**src/rtl/axi_pkg.sv**
```systemverilog
// Shared AXI definitions for the SRAM bridge: response codes, word geometry
// and the bridge FSM state encoding.
package axi_pkg;

    localparam logic [1:0] AXI_RESP_OKAY = 2'b00;
    localparam int         WORD_BYTES    = 4;

    typedef enum logic [2:0] {
        IDLE,
        WR_COLLECT,
        WR_EN,
        WR_RESP,
        RD_EN,
        RD_DATA,
        RD_RESP
    } bridge_state_e;

endpackage

```
**src/rtl/axi_sram_bridge.sv**
```systemverilog
// Single-outstanding AXI4 slave (len=0 only) that maps each beat onto a
// synchronous single-port SRAM with 1-cycle read latency; writes win over reads.
module axi_sram_bridge
    import axi_pkg::*;
#(
    parameter int ADDR_W = 16
) (
    input  logic              clk,
    input  logic              resetn,
    input  logic [31:0]       araddr,
    input  logic              arvalid,
    output logic              arready,
    output logic [31:0]       rdata,
    output logic [1:0]        rresp,
    output logic              rlast,
    output logic              rvalid,
    input  logic              rready,
    input  logic [31:0]       awaddr,
    input  logic              awvalid,
    output logic              awready,
    input  logic [31:0]       wdata,
    input  logic [3:0]        wstrb,
    input  logic              wvalid,
    output logic              wready,
    output logic [1:0]        bresp,
    output logic              bvalid,
    input  logic              bready,
    output logic              sram_en,
    output logic [3:0]        sram_we,
    output logic [ADDR_W-1:0] sram_addr,
    output logic [31:0]       sram_wdata,
    input  logic [31:0]       sram_rdata
);

    localparam int OFF = $clog2(WORD_BYTES);

    bridge_state_e     state_q, state_d;
    logic              rst_done_q;
    logic              have_aw_q, have_w_q;
    logic [ADDR_W-1:0] aw_word_q, ar_word_q;
    logic [31:0]       wdata_q, rdata_q;
    logic [3:0]        wstrb_q;

    // Byte-offset and above-range address bits are deliberately dropped (aliasing).
    logic unused_addr_bits;
    assign unused_addr_bits = ^{araddr[31:ADDR_W+OFF], araddr[OFF-1:0],
                                awaddr[31:ADDR_W+OFF], awaddr[OFF-1:0]};

    // NOTE: every signal assigned in always_comb gets a default first, so no path
    // leaves it unassigned and no latch is inferred.
    always_comb begin
        state_d = state_q;
        awready = 1'b0;
        wready  = 1'b0;
        arready = 1'b0;
        case (state_q)
            IDLE: begin
                if (rst_done_q) begin
                    awready = 1'b1;
                    wready  = 1'b1;
                    arready = !awvalid && !wvalid;
                    if (awvalid && wvalid)      state_d = WR_EN;
                    else if (awvalid || wvalid) state_d = WR_COLLECT;
                    else if (arvalid)           state_d = RD_EN;
                end
            end
            WR_COLLECT: begin
                awready = !have_aw_q;
                wready  = !have_w_q;
                if ((awready && awvalid) || (wready && wvalid)) state_d = WR_EN;
            end
            WR_EN:   state_d = WR_RESP;
            WR_RESP: if (bready) state_d = IDLE;
            RD_EN:   state_d = RD_DATA;
            RD_DATA: state_d = RD_RESP;
            RD_RESP: if (rready) state_d = IDLE;
            default: state_d = IDLE;
        endcase
    end

    // NOTE: sequential state uses non-blocking assignments so every register
    // samples pre-edge values regardless of statement order.
    always_ff @(posedge clk or negedge resetn) begin
        if (!resetn) begin
            state_q    <= IDLE;
            rst_done_q <= 1'b0;
            have_aw_q  <= 1'b0;
            have_w_q   <= 1'b0;
            aw_word_q  <= '0;
            ar_word_q  <= '0;
            wdata_q    <= '0;
            wstrb_q    <= '0;
            rdata_q    <= '0;
        end else begin
            state_q    <= state_d;
            rst_done_q <= 1'b1;
            if (state_q == WR_EN) begin
                have_aw_q <= 1'b0;
                have_w_q  <= 1'b0;
            end
            if (awready && awvalid) begin
                aw_word_q <= awaddr[ADDR_W+OFF-1:OFF];
                have_aw_q <= 1'b1;
            end
            if (wready && wvalid) begin
                wdata_q  <= wdata;
                wstrb_q  <= wstrb;
                have_w_q <= 1'b1;
            end
            if (arready && arvalid) ar_word_q <= araddr[ADDR_W+OFF-1:OFF];
            if (state_q == RD_DATA) rdata_q <= sram_rdata;
        end
    end

    // An all-zero strobe must not turn into an SRAM read, hence the |wstrb_q gate.
    assign sram_en    = (state_q == RD_EN) || ((state_q == WR_EN) && (|wstrb_q));
    assign sram_we    = (state_q == WR_EN) ? wstrb_q : 4'b0000;
    assign sram_addr  = (state_q == WR_EN) ? aw_word_q : ar_word_q;
    assign sram_wdata = wdata_q;

    assign rvalid = (state_q == RD_RESP);
    assign rdata  = rdata_q;
    assign rresp  = AXI_RESP_OKAY;
    assign rlast  = 1'b1;
    assign bvalid = (state_q == WR_RESP);
    assign bresp  = AXI_RESP_OKAY;

endmodule
```
**config.mk**
```make
export PLATFORM = sky130hd
export DESIGN_NAME = axi_sram_bridge
export DESIGN_NICKNAME = d
export VERILOG_FILES = /design/src/rtl/axi_pkg.sv /design/src/rtl/axi_sram_bridge.sv
export SDC_FILE = /design/constraint.sdc
export NUM_CORES = 1
export LEC_CHECK = 0
export CAP_MARGIN = 20
export CORE_MARGIN = 4
export CORE_UTILIZATION = 34
export DETAILED_ROUTE_END_ITERATION = 8
export DONT_BUFFER_PORTS = 1
export PLACE_DENSITY = 0.52
export SYNTH_ARGS = -nofsm -noshare
export SYNTH_HDL_FRONTEND = slang
export SYNTH_SLANG_ARGS = --single-unit
```
**constraint.sdc**
```tcl
create_clock -name clk -period 2.8 [get_ports clk]
set_input_delay 0.42 -clock clk [delete_from_list [all_inputs] [get_ports clk]]
set_output_delay 0.42 -clock clk [all_outputs]
set_load 0.03 [all_outputs]
```
=== Word-level counts from Yosys, hierarchy flattened ===
Index checks and enable logic that the tools add are counted.

* Register bits after elaboration: 106
* Input bits: 139
* Word-level logic and storage cells: 58

* Equal/unequal tests: 11
* Muxes and demuxes: 18
* Reductions and logical operators: 20

{| class="wikitable"
|+ Operators with widths
! cell !! number
|-
| 3-bit two-way mux || 7
|-
| 3-bit one-hot mux with 7 select lines || 1
|-
| 16-bit two-way mux || 1
|-
| 3-bit == test (second input constant) || 3
|-
| 1-bit logical AND || 8
|-
| 3-bit by 2-bit == test with 1-bit output (second input constant) || 2
|-
| 1-bit two-way mux || 6
|-
| 5-bit AND reduction || 1
|-
| 1-bit logical NOT || 4
|-
| 4-bit two-way mux || 1
|-
| 2-bit by 1-bit != test with 1-bit output (second input constant) || 2
|-
| 2-bit != test (second input constant) || 2
|-
| 4-bit != test (second input constant) || 1
|-
| 1-bit one-hot mux with 2 select lines || 2
|-
| 2-bit nonzero test || 2
|-
| 4-bit OR reduction || 1
|-
| 3-bit by 1-bit == test with 1-bit output (second input constant) || 1
|-
| 3-bit logical NOT || 1
|-
| 1-bit logical OR || 3
|}

=== Depth between registers and ports, before layout ===
* Depth in word-level cells: 5
* Gate-level depth with buffers: 7
* Gate-level depth less buffers: 6

=== Worst setup path after synthesis ===
Ideal clock, no wire load.

* Path type: register to output
* Start point: register state_q[2]
* End point: output port sram_addr[11]
* Arrival time: 1.518 ns
* Slack: 0.862 ns
* Cell stages (with the launch flop): 6
* Path buffers: 2
* Cells stage by stage: dfrtp_1 > buf_4 > nor2b_1 > and2b_1 > buf_2 > mux2_2

* Cells in the longest elaborated chain, start to end: 2

{| class="wikitable"
|+ Ends and longest elaborated chain
! element !! line !! source
|-
| from (decl) || axi_sram_bridge.sv:37 || <nowiki>bridge_state_e state_q, state_d;</nowiki>
|-
| from (signal assigned) || axi_sram_bridge.sv:95 || <nowiki>state_q <= state_d;</nowiki>
|-
| 3-bit by 2-bit == test with 1-bit output || axi_sram_bridge.sv:118 || <nowiki>assign sram_addr = (state_q == WR_EN) ? aw_word_q : ar_word_q;</nowiki>
|-
| 16-bit two-way mux || axi_sram_bridge.sv:118 ||
|-
| to (decl) || axi_sram_bridge.sv:30 || <nowiki>output logic [ADDR_W-1:0] sram_addr,</nowiki>
|}

Every way passes these cells.

=== Worst setup path in the final report ===
* Start point: register state_q[2]
* End point: output port sram_addr[4]

Same word-level chain as after synthesis.

==> impl_metrics.csv <==
group,metric,value,unit
placement,finalWeightedCongestion,0.722,
logic_synthesis,synth_common_cells,"dfrtp_1 (106), mux2_2 (97), mux2_4 (19)",
logic_synthesis,synth_area_leader_cell,"dfrtp_1",
clock_tree,clk_pin_slew,0.07,ns
placement,numPortBuffers,0,
clock_tree,htreeDepth,3,
logic_synthesis,synth_top_area_share,58.1,%
critical_path,critPathCaptureType,"output pin",
logic_synthesis,synthTopCellsByArea,"dfrtp_1 (58%), mux2_2 (24%), mux2_4 (6.2%), buf_4 (2.1%), buf_6 (0.99%)",
critical_path,worst-path-max-fanout,22,
finish,final_cells,483,
clock_tree,cts_tree,"yes",
sta,setup_tns,0,ns
logic_synthesis,syn-instance-count,300,
min_path,hold_class,"in -> async",
logic_synthesis,synthFlopType,"dfrtp_1",
logic_synthesis,ys_seq_area_share,58.1,%
clock_tree,cts_setup_buffers,0,
finish,area_growth,9.04,%
drt,routedWlPerCell,19.6,um
power_and_ir_drop,p_per_area,1440,nW/um^2
critical_path,timing.rr.start,"state_q[2]$_DFFE_PN0P_",
global_routing,antenna_found_initial,0,
logic_synthesis,synth_most_common_cell,"dfrtp_1",
run_status,status,"complete, but fails checks",
sta,maxSlewHeadroom,59.2,%
sta,period_share,83.9,%
sta,clock.fmax,426,MHz
drt,viasPerCell,4.78,
sta,report.final.setup_viol,0,
floorplanning,rows,42,
critical_path,worstPathArrival,1.93,ns
global_routing,grt_max_degree,107,
critical_path,crit_type,"reg -> out",
floorplanning,die_x,124,um
sta,hold_slack,-0.236,ns
logic_synthesis,avgSynthCellArea,15.2,sq um
job,max_cap_viol_count,0,
power_and_ir_drop,ir_drop,0.482,mV
drt,dr.pass1.iters,4,
clock_tree,cts_buffer_depth,2,
finish,fin_nets,444,
sta,period_needed,2.35,ns
floorplanning,fp.dieArea,15300,sq um
finish,antenna_cells,0,
logic_synthesis,yosysWarnings,0,
power_and_ir_drop,p_leak,2.21,nW
sta,worst_slew_pin_slew,0.610,ns
finish,postLayoutCoreUtil,37.7,%
floorplanning,die_y,124,um
logic_synthesis,synth_edf_count,0,
finish,fillers,1240,
drt,drc,0,
drt,antenna_left,0,
floorplanning,start_util,34.6,%
global_routing,grt_pass1_wl,13900,um
sta,slew_viol_final,0,
critical_path,required,2.38,ns
global_routing,overflow,0,
floorplanning,core,13200,sq um
clock_tree,cts-root-buf,"clkbuf_16",
global_routing,first_global_vias,2617,
logic_synthesis,ys_types,34,
drt,vias,2311,
clock_tree,cts.sinks,106,
critical_path,crit_path_start,"state_q[2]$_DFFE_PN0P_",
floorplanning,top_level_ports,234,
sta,hold_viol_final,106,
drt,routed_wl,9470,um
logic_synthesis,synth_async_sr_flop_share,100,%
clock_tree,cts_made_buffers,9,
logic_synthesis,syn_area,4570,sq um
run_status,violations,"hold timing",
global_routing,globalRouteTotalUtil,12.2,%
critical_path,crit_path_start_kind,"register",
logic_synthesis,synth-seq-cells,106,
placement,dp.cells,468,
clock_tree,cts_resized,0,
drt,drt-initial-drc-count,51,
placement,dp_hpwl,6750,um
sta,finalClockSkew,0.00947,ns
finish,drive_gt1_share,46.3,%
sta,rsz0062_at_grt,"false",
clock_tree,worstSkewPairLatency,0.35,ns
worst max-delay path: stages (launching register included):
cell and delay (ns):
dfrtp_1 0.38, nor2b_1 0.25, and2b_1 0.16, buf_4 0.30, mux2_2 0.48
routing by layer:
layer / routed length (um) / GRT usage [%] / share of wire, %
met5: 0 / 0 / 0
met1: 3420 / 13.1 / 36
met3: 872 / 5.50 / 9.2
met4: 109 / 3.94 / 1.2
met2: 5070 / 21.3 / 54
placed cells by master, fill, tap and decap left out, types with 2 or more instances in the layout:
cell,synthesis,routed
inv_1,5,5
ha_1,2,2
clkbuf_8,0,2
nor3b_1,2,2
mux2_2,97,97
a21oi_1,2,2
mux2_4,19,19
conb_1,2,6
o21ai_0,4,4
o41ai_1,2,2
nand2b_1,2,2
dfrtp_1,106,106
clkbuf_16,0,9
nor2_1,4,4
and2_1,5,5
clkbuf_1,0,2
o311a_1,2,2
nor2b_1,4,4
buf_4,13,9
nand2_1,6,6
path summary, 6_finish.rpt:
| path | depth (start not counted) | end | slack (ns) |
|---|---|---|---|
| max | 4 | sram_addr[4] | 0.45 |
| min | 0 | aw_word_q[9]$_DFFE_PN0P_ | -0.24 |
| max reg2reg | 5 | ar_word_q[7]$_DFFE_PN0P_ | 0.98 |
| min reg2reg | 1 | aw_word_q[5]$_DFFE_PN0P_ | 0.50 |
| max in group asynchronous | 0 | sram_wdata[7]$_DFFE_PN0P_ | 2.90 |
| min in group clk | 1 | ar_word_q[6]$_DFFE_PN0P_ | 0.22 |
logic make-up (layout without fill, tap and decap cells):
group | after synthesis | in the layout | synth area share (%)
AND/OR/NAND/NOR | 33 | 33 | 4.69
buffers and inverters | 26 | 29 | 3.97
other | 2 | 6 | 0.164
adder cells (fa/ha/maj) | 2 | 2 | 0.548
multiplexers | 117 | 117 | 30.4
flip-flops | 106 | 106 | 58.1
AO/OA/AOI/OAI | 14 | 14 | 2.11
sequential cells by signal (all words and copies together), names as in the netlist:
register,cells
aw_word_q,16
ar_word_q,16
have_aw_q,1
have_w_q,1
sram_wdata,32
rdata,32
rst_done_q,1
wstrb_q,4
state_q,3
through the flow:
step	setup WS [ns]	hold WS [ns]	power, mW	instance area [sq um]
after floorplan	0.862	0.124	5.68	4580
after global placement	0.838	0.127	6.02	4710
after detailed placement	0.820	0.127	6.10	4710
after CTS	0.418	-0.260	7.32	4980
after global routing	0.373	-0.267	7.59	4980
final	0.452	-0.236	7.19	4980
report_power, final:
part | total [mW] | switching, mW | internal [mW]
Clock | 1.17 | 0.526 | 0.646
Combinational | 2.28 | 1.14 | 1.14
Sequential | 3.74 | 1.44 | 2.30
Total | 7.19 | 3.11 | 4.09
cell type report:
cell class                 instances  area (sq um)  share of cell area [%]
timing repair buffer               9          67.6                    1.36
clock buffer                      13           260                    5.23
inverter                           5          18.8                   0.377
sequential                       106          2650                    53.3
multi-input combinational        172          1750                    35.1
tap                              176           220                    4.42
clock inverter                     2          12.5                   0.251
Note: power is estimated with default switching activity, not from simulation.
